===== src/rtl/ps2_matrix_ctrl_pkg.sv =====
// Shared types and PS/2 protocol constants for the MZ-80A keyboard matrix controller.
package mz_kbd_pkg;

  typedef enum logic [1:0] {
    IDLE    = 2'd0,
    BRK     = 2'd1,
    EXT     = 2'd2,
    EXT_BRK = 2'd3
  } kbd_state_t;

  localparam logic [7:0] PS2_BRK       = 8'hF0;
  localparam logic [7:0] PS2_EXT       = 8'hE0;
  localparam logic [7:0] PS2_BAT       = 8'hAA;
  localparam logic [7:0] PS2_ERR       = 8'hFF;
  localparam logic [7:0] PS2_FAKESHIFT = 8'h12;
  localparam logic [7:0] PS2_F12       = 8'h07;

  typedef struct packed {
    logic       hit;
    logic [3:0] row;
    logic [2:0] col;
  } key_pos_t;

  function automatic key_pos_t key_at(input logic [3:0] row, input logic [2:0] col);
    key_pos_t p;
    p.hit = 1'b1;
    p.row = row;
    p.col = col;
    return p;
  endfunction

endpackage


===== src/rtl/ps2_matrix_ctrl_if.sv =====
// Scan-code input and PPI row-read signals of the keyboard matrix controller.
// MZ_KBD_HOTKEY_EN adds the cpu_reset_req hotkey output.
interface ps2_matrix_ctrl_if;
  logic       dten;
  logic [7:0] kdata;
  logic [3:0] row_sel;
  logic [7:0] row_data;
  logic       key_any;
  logic       seq_err;
`ifdef MZ_KBD_HOTKEY_EN
  logic       cpu_reset_req;

  modport master (output dten, kdata, row_sel, input row_data, key_any, seq_err, cpu_reset_req);
  modport slave  (input dten, kdata, row_sel, output row_data, key_any, seq_err, cpu_reset_req);
`else
  modport master (output dten, kdata, row_sel, input row_data, key_any, seq_err);
  modport slave  (input dten, kdata, row_sel, output row_data, key_any, seq_err);
`endif
endinterface


===== src/rtl/ps2_matrix_ctrl_keymap.sv =====
// Combinational PS/2 set-2 scan code to MZ-80A matrix position table.
module ps2_keymap
  import mz_kbd_pkg::*;
(
  input  logic     i_ext,
  input  logic [7:0] i_code,
  output key_pos_t o_pos
);

  always_comb begin
    o_pos = '0;
    case ({i_ext, i_code})
      9'h016: o_pos = key_at(4'd0, 3'd0);  9'h01E: o_pos = key_at(4'd0, 3'd1);
      9'h026: o_pos = key_at(4'd0, 3'd2);  9'h025: o_pos = key_at(4'd0, 3'd3);
      9'h02E: o_pos = key_at(4'd0, 3'd4);  9'h036: o_pos = key_at(4'd0, 3'd5);
      9'h03D: o_pos = key_at(4'd0, 3'd6);  9'h03E: o_pos = key_at(4'd0, 3'd7);
      9'h046: o_pos = key_at(4'd1, 3'd0);  9'h045: o_pos = key_at(4'd1, 3'd1);
      9'h04E: o_pos = key_at(4'd1, 3'd2);  9'h055: o_pos = key_at(4'd1, 3'd3);
      9'h066: o_pos = key_at(4'd1, 3'd4);  9'h00D: o_pos = key_at(4'd1, 3'd5);
      9'h05A: o_pos = key_at(4'd1, 3'd6);  9'h029: o_pos = key_at(4'd1, 3'd7);
      9'h015: o_pos = key_at(4'd2, 3'd0);  9'h01D: o_pos = key_at(4'd2, 3'd1);
      9'h024: o_pos = key_at(4'd2, 3'd2);  9'h02D: o_pos = key_at(4'd2, 3'd3);
      9'h02C: o_pos = key_at(4'd2, 3'd4);  9'h035: o_pos = key_at(4'd2, 3'd5);
      9'h03C: o_pos = key_at(4'd2, 3'd6);  9'h043: o_pos = key_at(4'd2, 3'd7);
      9'h044: o_pos = key_at(4'd3, 3'd0);  9'h04D: o_pos = key_at(4'd3, 3'd1);
      9'h054: o_pos = key_at(4'd3, 3'd2);  9'h05B: o_pos = key_at(4'd3, 3'd3);
      9'h04C: o_pos = key_at(4'd3, 3'd4);  9'h052: o_pos = key_at(4'd3, 3'd5);
      9'h05D: o_pos = key_at(4'd3, 3'd6);  9'h00E: o_pos = key_at(4'd3, 3'd7);
      9'h01C: o_pos = key_at(4'd4, 3'd0);  9'h01B: o_pos = key_at(4'd4, 3'd1);
      9'h023: o_pos = key_at(4'd4, 3'd2);  9'h02B: o_pos = key_at(4'd4, 3'd3);
      9'h034: o_pos = key_at(4'd4, 3'd4);  9'h033: o_pos = key_at(4'd4, 3'd5);
      9'h03B: o_pos = key_at(4'd4, 3'd6);  9'h042: o_pos = key_at(4'd4, 3'd7);
      9'h04B: o_pos = key_at(4'd5, 3'd0);  9'h01A: o_pos = key_at(4'd5, 3'd1);
      9'h022: o_pos = key_at(4'd5, 3'd2);  9'h021: o_pos = key_at(4'd5, 3'd3);
      9'h02A: o_pos = key_at(4'd5, 3'd4);  9'h031: o_pos = key_at(4'd5, 3'd5);
      9'h03A: o_pos = key_at(4'd5, 3'd6);  9'h041: o_pos = key_at(4'd5, 3'd7);
      9'h049: o_pos = key_at(4'd6, 3'd0);  9'h04A: o_pos = key_at(4'd6, 3'd1);
      9'h032: o_pos = key_at(4'd6, 3'd2);  9'h012: o_pos = key_at(4'd6, 3'd3);
      9'h059: o_pos = key_at(4'd6, 3'd4);  9'h014: o_pos = key_at(4'd6, 3'd5);
      9'h076: o_pos = key_at(4'd6, 3'd6);  9'h058: o_pos = key_at(4'd6, 3'd7);
      // Cursor and editing keys only exist behind the E0 prefix
      9'h16B: o_pos = key_at(4'd7, 3'd0);  9'h174: o_pos = key_at(4'd7, 3'd1);
      9'h172: o_pos = key_at(4'd7, 3'd2);  9'h16C: o_pos = key_at(4'd7, 3'd3);
      9'h175: o_pos = key_at(4'd7, 3'd4);  9'h171: o_pos = key_at(4'd7, 3'd5);
      9'h170: o_pos = key_at(4'd7, 3'd6);  9'h005: o_pos = key_at(4'd7, 3'd7);
      9'h006: o_pos = key_at(4'd8, 3'd0);  9'h004: o_pos = key_at(4'd8, 3'd1);
      9'h00C: o_pos = key_at(4'd8, 3'd2);  9'h003: o_pos = key_at(4'd8, 3'd3);
      9'h00B: o_pos = key_at(4'd8, 3'd4);  9'h083: o_pos = key_at(4'd8, 3'd5);
      9'h00A: o_pos = key_at(4'd8, 3'd6);  9'h001: o_pos = key_at(4'd8, 3'd7);
      9'h009: o_pos = key_at(4'd9, 3'd0);  9'h078: o_pos = key_at(4'd9, 3'd1);
      9'h111: o_pos = key_at(4'd9, 3'd2);  9'h011: o_pos = key_at(4'd9, 3'd3);
      9'h114: o_pos = key_at(4'd9, 3'd4);  9'h15A: o_pos = key_at(4'd9, 3'd5);
      9'h07C: o_pos = key_at(4'd9, 3'd6);  9'h079: o_pos = key_at(4'd9, 3'd7);
      default: o_pos = '0;
    endcase
  end

endmodule


===== src/rtl/ps2_matrix_ctrl.sv =====
// PS/2 byte stream to MZ-80A active-low key matrix, read by the 8255 row strobe.
// MZ_KBD_HOTKEY_EN: F12 make pulses cpu_reset_req instead of reaching the matrix.
//
// state   | meaning
// IDLE    | no prefix pending; next byte is a make or a control byte
// BRK     | F0 seen; next byte is a break
// EXT     | E0 seen; next byte is an extended make
// EXT_BRK | E0 F0 seen; next byte is an extended break
module ps2_matrix_ctrl
  import mz_kbd_pkg::*;
#(
  parameter int ROWS        = 10,
  parameter int TIMEOUT_CYC = 20000
) (
  input logic              clk,
  input logic              reset,
  ps2_matrix_ctrl_if.slave bus
);

  localparam int CNT_W = (TIMEOUT_CYC > 1) ? $clog2(TIMEOUT_CYC) : 1;
  localparam logic [CNT_W-1:0] TO_LAST = CNT_W'(TIMEOUT_CYC - 1);

  kbd_state_t             r_state, w_state_nxt;
  logic [CNT_W-1:0]       r_to_cnt;
  logic [ROWS-1:0][7:0]   r_matrix;
  logic [7:0]             r_row_data;
  logic                   r_key_any;
  logic                   r_seq_err;
  logic [7:0]             w_row_rd;
  logic                   w_ext, w_timeout;
  logic                   w_do_make, w_do_break, w_do_clear, w_seq_err;
  key_pos_t               w_pos;
`ifdef MZ_KBD_HOTKEY_EN
  logic                   w_hotkey;
  logic                   r_cpu_reset_req;
`endif

  assign w_ext     = (r_state == EXT) || (r_state == EXT_BRK);
  assign w_timeout = (r_state != IDLE) && !bus.dten && (r_to_cnt == TO_LAST);

  ps2_keymap u_keymap (
    .i_ext  (w_ext),
    .i_code (bus.kdata),
    .o_pos  (w_pos)
  );

  always_comb begin
    w_state_nxt = r_state;
    w_do_make   = 1'b0;
    w_do_break  = 1'b0;
    w_do_clear  = 1'b0;
    w_seq_err   = 1'b0;
`ifdef MZ_KBD_HOTKEY_EN
    w_hotkey    = 1'b0;
`endif
    if (bus.dten) begin
      case (r_state)
        IDLE: begin
          case (bus.kdata)
            PS2_BRK: w_state_nxt = BRK;
            PS2_EXT: w_state_nxt = EXT;
            PS2_BAT: w_do_clear  = 1'b1;
            PS2_ERR: begin
              w_do_clear = 1'b1;
              w_seq_err  = 1'b1;
            end
            default: begin
`ifdef MZ_KBD_HOTKEY_EN
              if (bus.kdata == PS2_F12) w_hotkey  = 1'b1;
              else                      w_do_make = 1'b1;
`else
              w_do_make = 1'b1;
`endif
            end
          endcase
        end
        EXT: begin
          case (bus.kdata)
            PS2_BRK:       w_state_nxt = EXT_BRK;
            PS2_EXT:       w_state_nxt = EXT;
            PS2_FAKESHIFT: w_state_nxt = IDLE;
            default: begin
              w_do_make   = 1'b1;
              w_state_nxt = IDLE;
            end
          endcase
        end
        BRK, EXT_BRK: begin
          w_do_break  = 1'b1;
          w_state_nxt = IDLE;
        end
        default: w_state_nxt = IDLE;
      endcase
    end else if (w_timeout) begin
      w_state_nxt = IDLE;
      w_seq_err   = 1'b1;
    end
  end

  always_ff @(posedge clk) begin
    if (reset) begin
      r_state  <= IDLE;
      r_to_cnt <= '0;
    end else begin
      r_state <= w_state_nxt;
      if (bus.dten || (w_state_nxt == IDLE)) r_to_cnt <= '0;
      else                                   r_to_cnt <= r_to_cnt + CNT_W'(1);
    end
  end

  // Rows beyond ROWS are not stored and always read back as released
  always_comb begin
    w_row_rd = 8'hFF;
    for (int r = 0; r < ROWS; r++) begin
      if (bus.row_sel == 4'(r)) w_row_rd = r_matrix[r];
    end
  end

  always_ff @(posedge clk) begin
    if (reset) begin
      r_matrix   <= '1;
      r_row_data <= 8'hFF;
      r_key_any  <= 1'b0;
      r_seq_err  <= 1'b0;
    end else begin
      if (w_do_clear) begin
        r_matrix <= '1;
      end else if ((w_do_make || w_do_break) && w_pos.hit) begin
        for (int r = 0; r < ROWS; r++) begin
          if (w_pos.row == 4'(r)) r_matrix[r][w_pos.col] <= w_do_break;
        end
      end
      r_row_data <= w_row_rd;
      r_key_any  <= ~&r_matrix;
      r_seq_err  <= w_seq_err;
    end
  end

  assign bus.row_data = r_row_data;
  assign bus.key_any  = r_key_any;
  assign bus.seq_err  = r_seq_err;

`ifdef MZ_KBD_HOTKEY_EN
  always_ff @(posedge clk) begin
    if (reset) r_cpu_reset_req <= 1'b0;
    else       r_cpu_reset_req <= w_hotkey;
  end

  assign bus.cpu_reset_req = r_cpu_reset_req;
`endif

endmodule


===== src/flat_wrapper.sv =====
// flat-port wrapper written by rule: the top's interface ports become plain ports
module ps2_matrix_ctrl_flat import mz_kbd_pkg::*;
#(
  parameter int ROWS        = 10,
  parameter int TIMEOUT_CYC = 20000
)
  (clk, reset, bus_dten, bus_kdata, bus_row_sel, bus_row_data, bus_key_any, bus_seq_err);
  ps2_matrix_ctrl_if bus_i ();
  input logic clk;
  input logic reset;
  input wire logic [$bits(bus_i.dten)-1:0] bus_dten;
  input wire logic [$bits(bus_i.kdata)-1:0] bus_kdata;
  input wire logic [$bits(bus_i.row_sel)-1:0] bus_row_sel;
  output wire logic [$bits(bus_i.row_data)-1:0] bus_row_data;
  output wire logic [$bits(bus_i.key_any)-1:0] bus_key_any;
  output wire logic [$bits(bus_i.seq_err)-1:0] bus_seq_err;
  assign bus_i.dten = bus_dten;
  assign bus_i.kdata = bus_kdata;
  assign bus_i.row_sel = bus_row_sel;
  assign bus_row_data = bus_i.row_data;
  assign bus_key_any = bus_i.key_any;
  assign bus_seq_err = bus_i.seq_err;
  ps2_matrix_ctrl #(.ROWS(ROWS), .TIMEOUT_CYC(TIMEOUT_CYC)) u_core (.clk(clk), .reset(reset), .bus(bus_i));
endmodule

===== config.mk =====
export PLATFORM = sky130hd
export DESIGN_NAME = ps2_matrix_ctrl_flat
export DESIGN_NICKNAME = d
export VERILOG_FILES = /design/src/rtl/ps2_matrix_ctrl_pkg.sv /design/src/rtl/ps2_matrix_ctrl_if.sv /design/src/rtl/ps2_matrix_ctrl_keymap.sv /design/src/rtl/ps2_matrix_ctrl.sv /design/src/flat_wrapper.sv
export SDC_FILE = /design/constraint.sdc
export NUM_CORES = 1
export LEC_CHECK = 0
export CELL_PAD_IN_SITES_DETAIL_PLACEMENT = 2
export CELL_PAD_IN_SITES_GLOBAL_PLACEMENT = 2
export CORE_AREA = 2 2 133 135
export DETAILED_ROUTE_END_ITERATION = 8
export DIE_AREA = 0 0 135 137
export PLACE_DENSITY = 0.9
export SLEW_MARGIN = 20
export SYNTH_ARGS = -nofsm -noshare
export SYNTH_HDL_FRONTEND = slang
export SYNTH_SLANG_ARGS = --single-unit
export TNS_END_PERCENT = 5

===== constraint.sdc =====
create_clock -name clk -period 10.3 [get_ports clk]
set_input_delay 2.06 -clock clk [delete_from_list [all_inputs] [get_ports clk]]
set_output_delay 2.06 -clock clk [all_outputs]
set_load 0.01 [all_outputs]

==> results of run 1 <==
==> cell type report <==
class | count | share of cell area [%]
clock buffer | 9 | 3.05
timing repair buffer | 40 | 4.88
multi-input combinational | 610 | 57.6
inverter | 9 | 0.458
sequential | 107 | 29.0
clock inverter | 7 | 1.15
tap | 225 | 3.81
==> cells in the final DEF (no fill, tap or decap), types with 16 or more instances in the layout <==
master / Yosys / layout
nor2_1: 53 / 51
nor3_1: 23 / 19
clkdlybuf4s50_1: 0 / 24
o21ai_0: 23 / 23
nand4_1: 40 / 40
dfxtp_1: 107 / 107
a31oi_1: 85 / 85
buf_4: 0 / 16
nor2b_1: 22 / 22
nand3_1: 24 / 24
a211oi_1: 83 / 83
a21oi_1: 24 / 23
nand2_1: 32 / 32
==> worst min path at each step <==
stage                                        from                             to  slack, ns  depth (start not counted)
floorplan           u_core.r_to_cnt[0]$_SDFF_PP0_  u_core.r_to_cnt[0]$_SDFF_PP0_       0.43                          1
global placement    u_core.r_to_cnt[0]$_SDFF_PP0_  u_core.r_to_cnt[0]$_SDFF_PP0_       0.44                          1
detailed placement  u_core.r_to_cnt[0]$_SDFF_PP0_  u_core.r_to_cnt[0]$_SDFF_PP0_       0.47                          1
CTS                 u_core.r_to_cnt[0]$_SDFF_PP0_  u_core.r_to_cnt[0]$_SDFF_PP0_       0.48                          1
global route        u_core.r_to_cnt[0]$_SDFF_PP0_  u_core.r_to_cnt[0]$_SDFF_PP0_       0.52                          1
finish              u_core.r_to_cnt[0]$_SDFF_PP0_  u_core.r_to_cnt[0]$_SDFF_PP0_       0.48                          1
==> through the flow <==
step | utilization [%] | instance area, sq um
floorplan | - | 6880
global placement | 41.3 | 7050
detailed placement | 41.4 | 7060
CTS | 43.2 | 7370
global route | 43.3 | 7380
finish | 43.3 | 7380
==> registers in the layout, indices dropped and copies added, names as in the netlist <==
register / count
u_core.r_matrix: 80
u_core.r_to_cnt: 15
u_core.bus.key_any: 1
u_core.bus.row_data: 8
u_core.bus.seq_err: 1
u_core.r_state: 2
==> where the power goes <==
part	internal, mW	switching, mW	total (mW)
sequential	0.415	0.00116	0.416
combinational	0.0379	0.0982	0.136
clock	0.194	0.175	0.369
total	0.647	0.274	0.921
==> routing by layer <==
layer | routed length [microns] | share of wire [%]
met2 | 13500 | 50
met3 | 1010 | 3.8
met4 | 1130 | 4.2
met1 | 11100 | 42
met5 | 0 | 0
==> cells by family after synthesis <==
logic type,after synthesis,share of synthesized area [%]
AND/OR/NAND/NOR,305,27.9
XOR/XNOR,18,2.40
adder cells (fa/ha/maj),1,0.182
flip-flops,107,31.1
AO/OA/AOI/OAI,267,26.4
multiplexers,19,4.06
buffers and inverters,99,7.97
==> metrics.cfg, run 1 <==
[timing]
setup_viol=0
fin_tns_setup_ns=0
rsz0062_at_grt=false
fmax_mhz=161
hold_viol_final=0
period_needed_ns=6.22
holdWs_ns=0.481
setup_slack_ns=4.08
drv_slew=0
maxSlewHeadroom_pct=29.4
fin_crit_sh_pct=60.4
worstMarginPinSlew_ns=1.06
skew_ns=0.0108

[routing]
drt-wirelength-per-cell_microns=26.6
num_vias=6884
antenna_left=0
drcViolationCount=0
drtPass1Iterations=4
totalWireLength_mm=26.8
drt-vias-per-instance=6.84
first_iter_violations=481

[logic_synthesis]
synthesis.instances=816
ys_ff_latch=107
synthTopCellsByArea=dfxtp_1 (31%), a211oi_1 (9.1%), a31oi_1 (7.7%)
synth_edf_count=0
synth_ff_type=dfxtp_1
synthArstFlopShare_pct=0
ys_seq_area_share_pct=31.1
yosys_warnings=0
yosys-top-cells-count=dfxtp_1 (107), a31oi_1 (85), a211oi_1 (83), nor2_1 (53), nand4_1 (40)
synth_top_area_cell=dfxtp_1
ys_types=71
yosysMostFrequentCell=dfxtp_1
syn_nets=832
netlist_area_sq_mm=0.00688
syn_avg_cell_area_sq_um=8.43
synth_top_area_share_pct=31.1

[clock_tree]
clock-sinks=107
clkTransAtPathRegs_ns=0.08
holdBufCountCts=0
cts_buffer_depth=2
h-tree-depth=3
cts_root_buf=clkbuf_16
cts_made_buffers=9
postCtsSetupBuffers=0
insertion_delay_ns=0.37
ctsResizeCount=0
cts_tree=done

[critical_path]
cp_cell_sequence=clkdlybuf4s50_1 -> nor2_1 -> nand4b_1 -> a21oi_1 -> or4b_4 -> or3b_1 -> nor4_4 -> a211oi_1 -> a31oi_1
rrSetupSlack_ns=6.38
cp_max_fo=26
startpoint_type=input port
critPathCaptureType=flop
crit_end=u_core.r_matrix[38]$_SDFFE_PP1P_
required_ns=10.59
critical_path.top_delay_family=simple AND/OR/NAND/NOR gates
crit_cells=9
r2r_cells=9
worstPathArrival_ns=6.51
crit_slowest_cell=clkdlybuf4s50_1
r2r-end=u_core.r_matrix[38]$_SDFFE_PP1P_
max_stage_delay_ns=1.17
r2r_start=u_core.r_state[1]$_SDFF_PP0_
crit_start=bus_kdata[7]
crit_type=input port to flop
crit_buf_inv=1

[floorplan]
io_pins=25
die_w_microns=135
start_util_pct=40.3
num_rows=48
die_h_microns=137
core_area_sq_mm=0.0171
fp.dieArea_sq_mm=0.0185

[power_and_ir_drop]
power_density_mw_per_mm2=125
p_leak_nw=2.30
finalPower_uw=921
peakVddDrop_uv=84.3

[placed_design]
pre_cts_slack_ns=3.84
hpwl_mm=18.5
place.port_buffers=24
placedCellCount=991
gp_congestion=1.00

[grt]
grt.total_usage_pct=29.1
grt_antenna_before_repair=0
busiest_layer=met2
grt_max_degree=81
grtUsageMet2_pct=51.7
first_global_vias=7333
overflow=0
use_met3_pct=3.56
use_met1_pct=34.7
grt_first_pass_wirelength_mm=41.9

[cells_and_area]
multi_input_area_sq_mm=0.00425
syn_to_final_growth_pct=7.28
layout.nets=793
fillers=1907
seqCellArea_sq_mm=0.00214
drive_gt1_share_pct=9.46
final_cells=1007
n_antenna_cell=0

[job]
drv_cap=0

[run_status]
run_status=finished clean

[min_path]
hold_path_class=flop to flop

No activity file was read; power rests on OpenSTA's default activity.
==> run 2, diff against run 1 <==
--- a/config.mk
+++ b/config.mk
@@ -7,10 +7,10 @@
 export LEC_CHECK = 0
 export CELL_PAD_IN_SITES_DETAIL_PLACEMENT = 2
 export CELL_PAD_IN_SITES_GLOBAL_PLACEMENT = 2
-export CORE_AREA = 2 2 133 135
+export CORE_AREA = 2 2 144 146
 export DETAILED_ROUTE_END_ITERATION = 8
-export DIE_AREA = 0 0 135 137
-export PLACE_DENSITY = 0.9
+export DIE_AREA = 0 0 146 148
+export PLACE_DENSITY = 0.82
 export SLEW_MARGIN = 20
 export SYNTH_ARGS = -nofsm -noshare
 export SYNTH_HDL_FRONTEND = slang
==> constraint.sdc (replaced) <==
create_clock -name clk -period 5.6 [get_ports clk]
set_input_delay 1.12 -clock clk [delete_from_list [all_inputs] [get_ports clk]]
set_output_delay 1.12 -clock clk [all_outputs]
set_load 0.01 [all_outputs]
==> run 2 against run 1 <==
Against the previous run:
- clock power rose by 75%
- setup slack got worse by 3.4 ns
- sequential cell count unchanged
- worst hold slack got worse by 0.010 ns
- via count grew 0.97%
- sequential share of layout area shrank 1.2 points
- highest routed layer unchanged
==> metrics.cfg, run 2 (synthesis results as in run 1) <==
[run_status]
run_status=finished clean  ; unchanged

[critical_path]
required_ns=5.87  ; was 10.59 ns
startpoint_type=input port  ; unchanged
crit_type=input port to flop  ; unchanged
cp_max_fo=18  ; was 26
r2r_start=u_core.r_state[1]$_SDFF_PP0_  ; unchanged
worstPathArrival_ns=5.23  ; was 6.51 ns
critPathCaptureType=flop  ; unchanged
r2r_cells=9  ; unchanged
r2r-end=u_core.r_matrix[0]$_SDFFE_PP1P_  ; was u_core.r_matrix[38]$_SDFFE_PP1P_
rrSetupSlack_ns=1.51  ; was 6.38 ns

[power_and_ir_drop]
p_leak_nw=2.47  ; was 2.30 nW
power_density_mw_per_mm2=218  ; was 125 mW/mm^2
peakVddDrop_uv=122  ; was 84.3 uV

[grt]
first_global_vias=7388  ; was 7333
grt_first_pass_wirelength_mm=42.6  ; was 41.9 mm
grt_max_degree=81  ; unchanged
overflow=0  ; unchanged
grt.total_usage_pct=24.8  ; was 29.1%
grt_antenna_before_repair=0  ; unchanged

[cells_and_area]
mostFrequentLayoutCells=dfxtp_1 (107), a31oi_1 (85), a211oi_1 (83)  ; unchanged
largest_register_ffs=80  ; unchanged
layout.nets=825  ; was 793
final_common_cell=dfxtp_1  ; unchanged
regMostFlops=u_core.r_matrix  ; unchanged
syn_to_final_growth_pct=11.8  ; was 7.28%
drive_gt1_share_pct=12.9  ; was 9.46%
final_core_util_pct=38.4  ; was 43.3%
n_antenna_cell=0  ; unchanged

[floorplan]
fp.dieArea_sq_mm=0.0216  ; was 0.0185 sq mm
die_h_microns=148  ; was 137 microns
start_util_pct=34.3  ; was 40.3%
core_area_sq_mm=0.0200  ; was 0.0171 sq mm
io_pins=25  ; unchanged
die_w_microns=146  ; was 135 microns
num_rows=52  ; was 48

[routing]
num_vias=6951  ; was 6884
antenna_left=0  ; unchanged
drtPass1Iterations=4  ; unchanged
drt-vias-per-instance=6.41  ; was 6.84
first_iter_violations=482  ; was 481
drcViolationCount=0  ; unchanged
totalWireLength_mm=26.7  ; was 26.8 mm
drt-wirelength-per-cell_microns=24.6  ; was 26.6 microns

[clock_tree]
holdBufCountCts=0  ; unchanged
cts_buffer_depth=2  ; unchanged
cts_tree=done  ; unchanged
postCtsSetupBuffers=0  ; unchanged
clock-sinks=107  ; unchanged
cts_root_buf=clkbuf_16  ; unchanged
h-tree-depth=3  ; unchanged
ctsResizeCount=0  ; unchanged
clkTransAtPathRegs_ns=0.08  ; about the same
cts_made_buffers=9  ; unchanged
insertion_delay_ns=0.36  ; was 0.37 ns

[min_path]
hold_path_depth=1  ; unchanged
hold_path_class=flop to flop  ; unchanged
hold_end=u_core.r_to_cnt[0]$_SDFF_PP0_  ; unchanged
min_from=u_core.r_to_cnt[0]$_SDFF_PP0_  ; unchanged

[timing]
worstMarginPinSlew_ns=1.01  ; was 1.06 ns
fin_tns_setup_ns=0  ; unchanged
maxSlewHeadroom_pct=31.2  ; was 29.4%
period_needed_ns=4.96
fin_crit_sh_pct=88.7
fmax_mhz=201
rsz0062_at_grt=false  ; unchanged
drv_slew=0  ; unchanged
hold_viol_final=0  ; unchanged
setup_viol=0  ; unchanged
skew_ns=0.0149  ; was 0.0108 ns

[placed_design]
hpwl_mm=19.2  ; was 18.5 mm
gp_congestion=0.967  ; was 1.00
place.port_buffers=24  ; unchanged

[job]
drv_cap=0  ; unchanged

==> run 2: changes by cell type in the layout (fill, tap and decap cells not counted), sizes merged <==
| cell | delta |
|---|---|
| buf | +32 |
| inv | +2 |
| bufinv | -1 |
| clkinv | -1 |
==> run 2: how the worst max path moves through the flow <==
| stage | start | to | slack [ns] | cells past startpoint |
|---|---|---|---|---|
| 2_1_floorplan | bus_kdata[7] | u_core.r_matrix[20]$_SDFFE_PP1P_ | 1.73 | 12 |
| 3_3_place_gp | bus_kdata[2] | u_core.r_matrix[5]$_SDFFE_PP1P_ | 0.66 | 10 |
| 3_5_place_dp | bus_kdata[2] | u_core.r_matrix[0]$_SDFFE_PP1P_ | 0.32 | 10 |
| 4_1_cts | bus_kdata[2] | u_core.r_matrix[0]$_SDFFE_PP1P_ | 0.70 | 10 |
| 5_1_grt | bus_kdata[2] | u_core.r_matrix[0]$_SDFFE_PP1P_ | 0.55 | 9 |
| 6_report | bus_kdata[2] | u_core.r_matrix[0]$_SDFFE_PP1P_ | 0.64 | 9 |
==> run 2: per-stage QoR <==
step	power (mW)	cell area [sq um]	hold slack [ns]	instances	setup slack, ns
6_report	1.68	7690	0.470	1084	0.635
2_1_floorplan	0.956	6880	0.426	816	1.73
3_3_place_gp	1.04	7390	0.443	1068	0.663
4_1_cts	1.69	7690	0.478	1084	0.702
3_5_place_dp	1.05	7390	0.459	1068	0.321
5_1_grt	1.74	7690	0.497	1084	0.547
==> run 2: worst max-delay path, stage by stage <==
cell and delay [ns]:
clkdlybuf4s50_1 0.83, buf_4 0.32, nor2b_1 0.27, o41ai_1 0.18, nor4_1 0.65, nand3_1 0.53
nor4_4 0.88, a211oi_1 0.19, a31oi_1 0.25
==> run 2: metal layers <==
| metal | up-vias | global-route usage, % | wire [microns] |
|---|---|---|---|
| li1 | 3193 | - | - |
| met1 | 3555 | 30.9 | 11800 |
| met2 | 155 | 42.8 | 12900 |
| met3 | 48 | 4.94 | 1180 |
| met4 | 0 | 8.79 | 752 |
| met5 | - | 0 | 0 |
==> run 2: cell type report <==
class / count / area, sq um
Fill cell: 2308 / 12300
Multi-Input combinational cell: 610 / 4240
Sequential cell: 107 / 2140
Timing Repair Buffer: 72 / 638
Tap cell: 270 / 338
Clock buffer: 9 / 225
Clock inverter: 7 / 76.3
Inverter: 9 / 33.8
==> run 2: report_power, final <==
group,internal [mW],leakage [nW],switching [mW]
logic,0.0820,1.46,0.185
registers,0.764,0.866,0.00247
clock network,0.318,0.147,0.326
==> run 3, diff against run 2 <==
--- a/config.mk
+++ b/config.mk
@@ -7,10 +7,11 @@
 export LEC_CHECK = 0
 export CELL_PAD_IN_SITES_DETAIL_PLACEMENT = 2
 export CELL_PAD_IN_SITES_GLOBAL_PLACEMENT = 2
-export CORE_AREA = 2 2 144 146
+export CORE_AREA = 2 2 142 144
 export DETAILED_ROUTE_END_ITERATION = 8
-export DIE_AREA = 0 0 146 148
-export PLACE_DENSITY = 0.82
+export DIE_AREA = 0 0 144 146
+export DONT_BUFFER_PORTS = 1
+export PLACE_DENSITY = 0.81
 export SLEW_MARGIN = 20
 export SYNTH_ARGS = -nofsm -noshare
 export SYNTH_HDL_FRONTEND = slang
==> run 3 against run 2 <==
Against the previous run:
- final cell count decreased by 6.5%
- first-iteration DRC count increased by 5.6%
- utilization decreased by 1.7 points
- non-clock buffer count decreased by 65
- sequential share of layout area increased by 2.4 points
- global-route usage decreased by 0.38 points
- sequential power about the same
- largest power group unchanged
- highest routed layer unchanged
==> metrics.cfg, run 3 (synthesis results as in run 1) <==
[run_status]
run_status=finished clean  ; unchanged

[placed_design]
place.port_buffers=0  ; was 24
gp_congestion=0.988  ; was 0.967
place_area_sq_mm=0.00679  ; was 0.00739 sq mm
placedCellCount=998  ; was 1068
hpwl_mm=17.7  ; was 19.2 mm

[clock_tree]
cts_buffer_depth=2  ; unchanged
clkTransAtPathRegs_ns=0.08  ; about the same
cts_made_buffers=9  ; unchanged
postCtsSetupBuffers=0  ; unchanged
holdBufCountCts=0  ; unchanged
clock-sinks=107  ; unchanged
insertion_delay_ns=0.35  ; was 0.36 ns
ctsResizeCount=0  ; unchanged
cts_tree=done  ; unchanged
cts_root_buf=clkbuf_16  ; unchanged
h-tree-depth=3  ; unchanged

[timing]
hold_viol_final=0  ; unchanged
rsz0062_at_grt=false  ; unchanged
fin_tns_setup_ns=0  ; unchanged
fmax_mhz=222  ; was 201 MHz
skew_ns=0.00987  ; was 0.0149 ns
setup_viol=0  ; unchanged
period_needed_ns=4.50  ; was 4.96 ns
fin_crit_sh_pct=80.4  ; was 88.7%
drv_slew=0  ; unchanged
worstMarginPinSlew_ns=1.02  ; was 1.01 ns
maxSlewHeadroom_pct=30.4  ; was 31.2%

[cells_and_area]
final_core_util_pct=36.7  ; was 38.4%
drive_gt1_share_pct=8.68  ; was 12.9%
final_area_sq_mm=0.00709  ; was 0.00769 sq mm
n_antenna_cell=0  ; unchanged
mostFrequentLayoutCells=dfxtp_1 (107), a31oi_1 (85), a211oi_1 (83)  ; unchanged
layout.nets=760  ; was 825
largest_register_ffs=80  ; unchanged
syn_to_final_growth_pct=3.04  ; was 11.8%
regMostFlops=u_core.r_matrix  ; unchanged
final_common_cell=dfxtp_1  ; unchanged
final_cells=1014  ; was 1084

[floorplan]
die_w_microns=144  ; was 146 microns
io_pins=25  ; unchanged
die_h_microns=146  ; was 148 microns
core_area_sq_mm=0.0193  ; was 0.0200 sq mm
fp.dieArea_sq_mm=0.0210  ; was 0.0216 sq mm
num_rows=51  ; was 52
start_util_pct=35.6  ; was 34.3%

[critical_path]
cp_max_fo=22  ; was 18
r2r_start=u_core.r_state[1]$_SDFF_PP0_  ; unchanged
worstPathArrival_ns=4.76  ; was 5.23 ns
crit_type=flop to flop  ; was input port to flop
startpoint_type=flop  ; was input port
critPathCaptureType=flop  ; unchanged
required_ns=5.86  ; was 5.87 ns
crit_start=u_core.r_state[1]$_SDFF_PP0_  ; was bus_kdata[2]

[grt]
grt_antenna_before_repair=1  ; was 0
grt.total_usage_pct=24.4  ; was 24.8%
overflow=0  ; unchanged
grt_max_degree=81  ; unchanged
first_global_vias=7051  ; was 7388
grt_first_pass_wirelength_mm=40.7  ; was 42.6 mm

[power_and_ir_drop]
finalPower_mw=1.58  ; was 1.68 mW
peakVddDrop_uv=132  ; was 122 uV
p_leak_nw=2.15  ; was 2.47 nW
power_density_mw_per_mm2=222  ; was 218 mW/mm^2

[routing]
totalWireLength_mm=25.3  ; was 26.7 mm
first_iter_violations=509  ; was 482
num_vias=6694  ; was 6951
antenna_left=0  ; unchanged
drtPass1Iterations=5  ; was 4
drcViolationCount=0  ; unchanged
drt-wirelength-per-cell_microns=24.9  ; was 24.6 microns
drt-vias-per-instance=6.60  ; was 6.41

[min_path]
hold_path_class=flop to flop  ; unchanged
min_from=u_core.r_to_cnt[0]$_SDFF_PP0_  ; unchanged

[job]
drv_cap=0  ; unchanged

## run 3: final timing paths
check / endpoint / slack, ns / cells past startpoint
setup / recovery: u_core.r_matrix[61]$_SDFFE_PP1P_ / 1.10 / 8
hold / removal: u_core.r_to_cnt[0]$_SDFF_PP0_ / 0.47 / 1
setup reg to reg: u_core.r_matrix[61]$_SDFFE_PP1P_ / 1.10 / 8
hold reg to reg: u_core.r_to_cnt[0]$_SDFF_PP0_ / 0.47 / 1
## run 3: worst max-delay path: stages, from the launching register on
cell,delay (ns)
dfxtp_1,0.93
nor2_1,0.44
nand3_1,0.27
o21ai_2,0.09
or4_4,0.49
or3b_1,0.67
nor4_4,0.98
a211oi_1,0.23
a31oi_1,0.27
## run 3: power breakdown
group	internal [mW]	switching (mW)	leakage, nW
clock network	0.320	0.303	0.145
logic	0.0553	0.131	1.14
registers	0.764	0.00349	0.866
## run 3: per-stage QoR
step / hold WS, ns / setup slack [ns]
3_3_place_gp: 0.437 / 1.38
6_report: 0.471 / 1.10
5_1_grt: 0.527 / 0.958
4_1_cts: 0.484 / 1.20
3_5_place_dp: 0.465 / 1.19
2_1_floorplan: 0.426 / 1.73
## run 3: final cells by class
type | instances | area (sq um)
Multi-Input combinational cell | 610 | 4240
Sequential cell | 107 | 2140
Clock buffer | 10 | 239
Tap cell | 265 | 332
Inverter | 9 | 33.8
Timing Repair Buffer | 7 | 52.6
Fill cell | 2147 | 12200
Clock inverter | 6 | 47.5
## run 3: routing by layer
layer	wire (microns)	track usage (%)
met1	11600	34.3
met2	11800	38.5
met3	1450	5.20
met4	378	5.29
met5	0	0
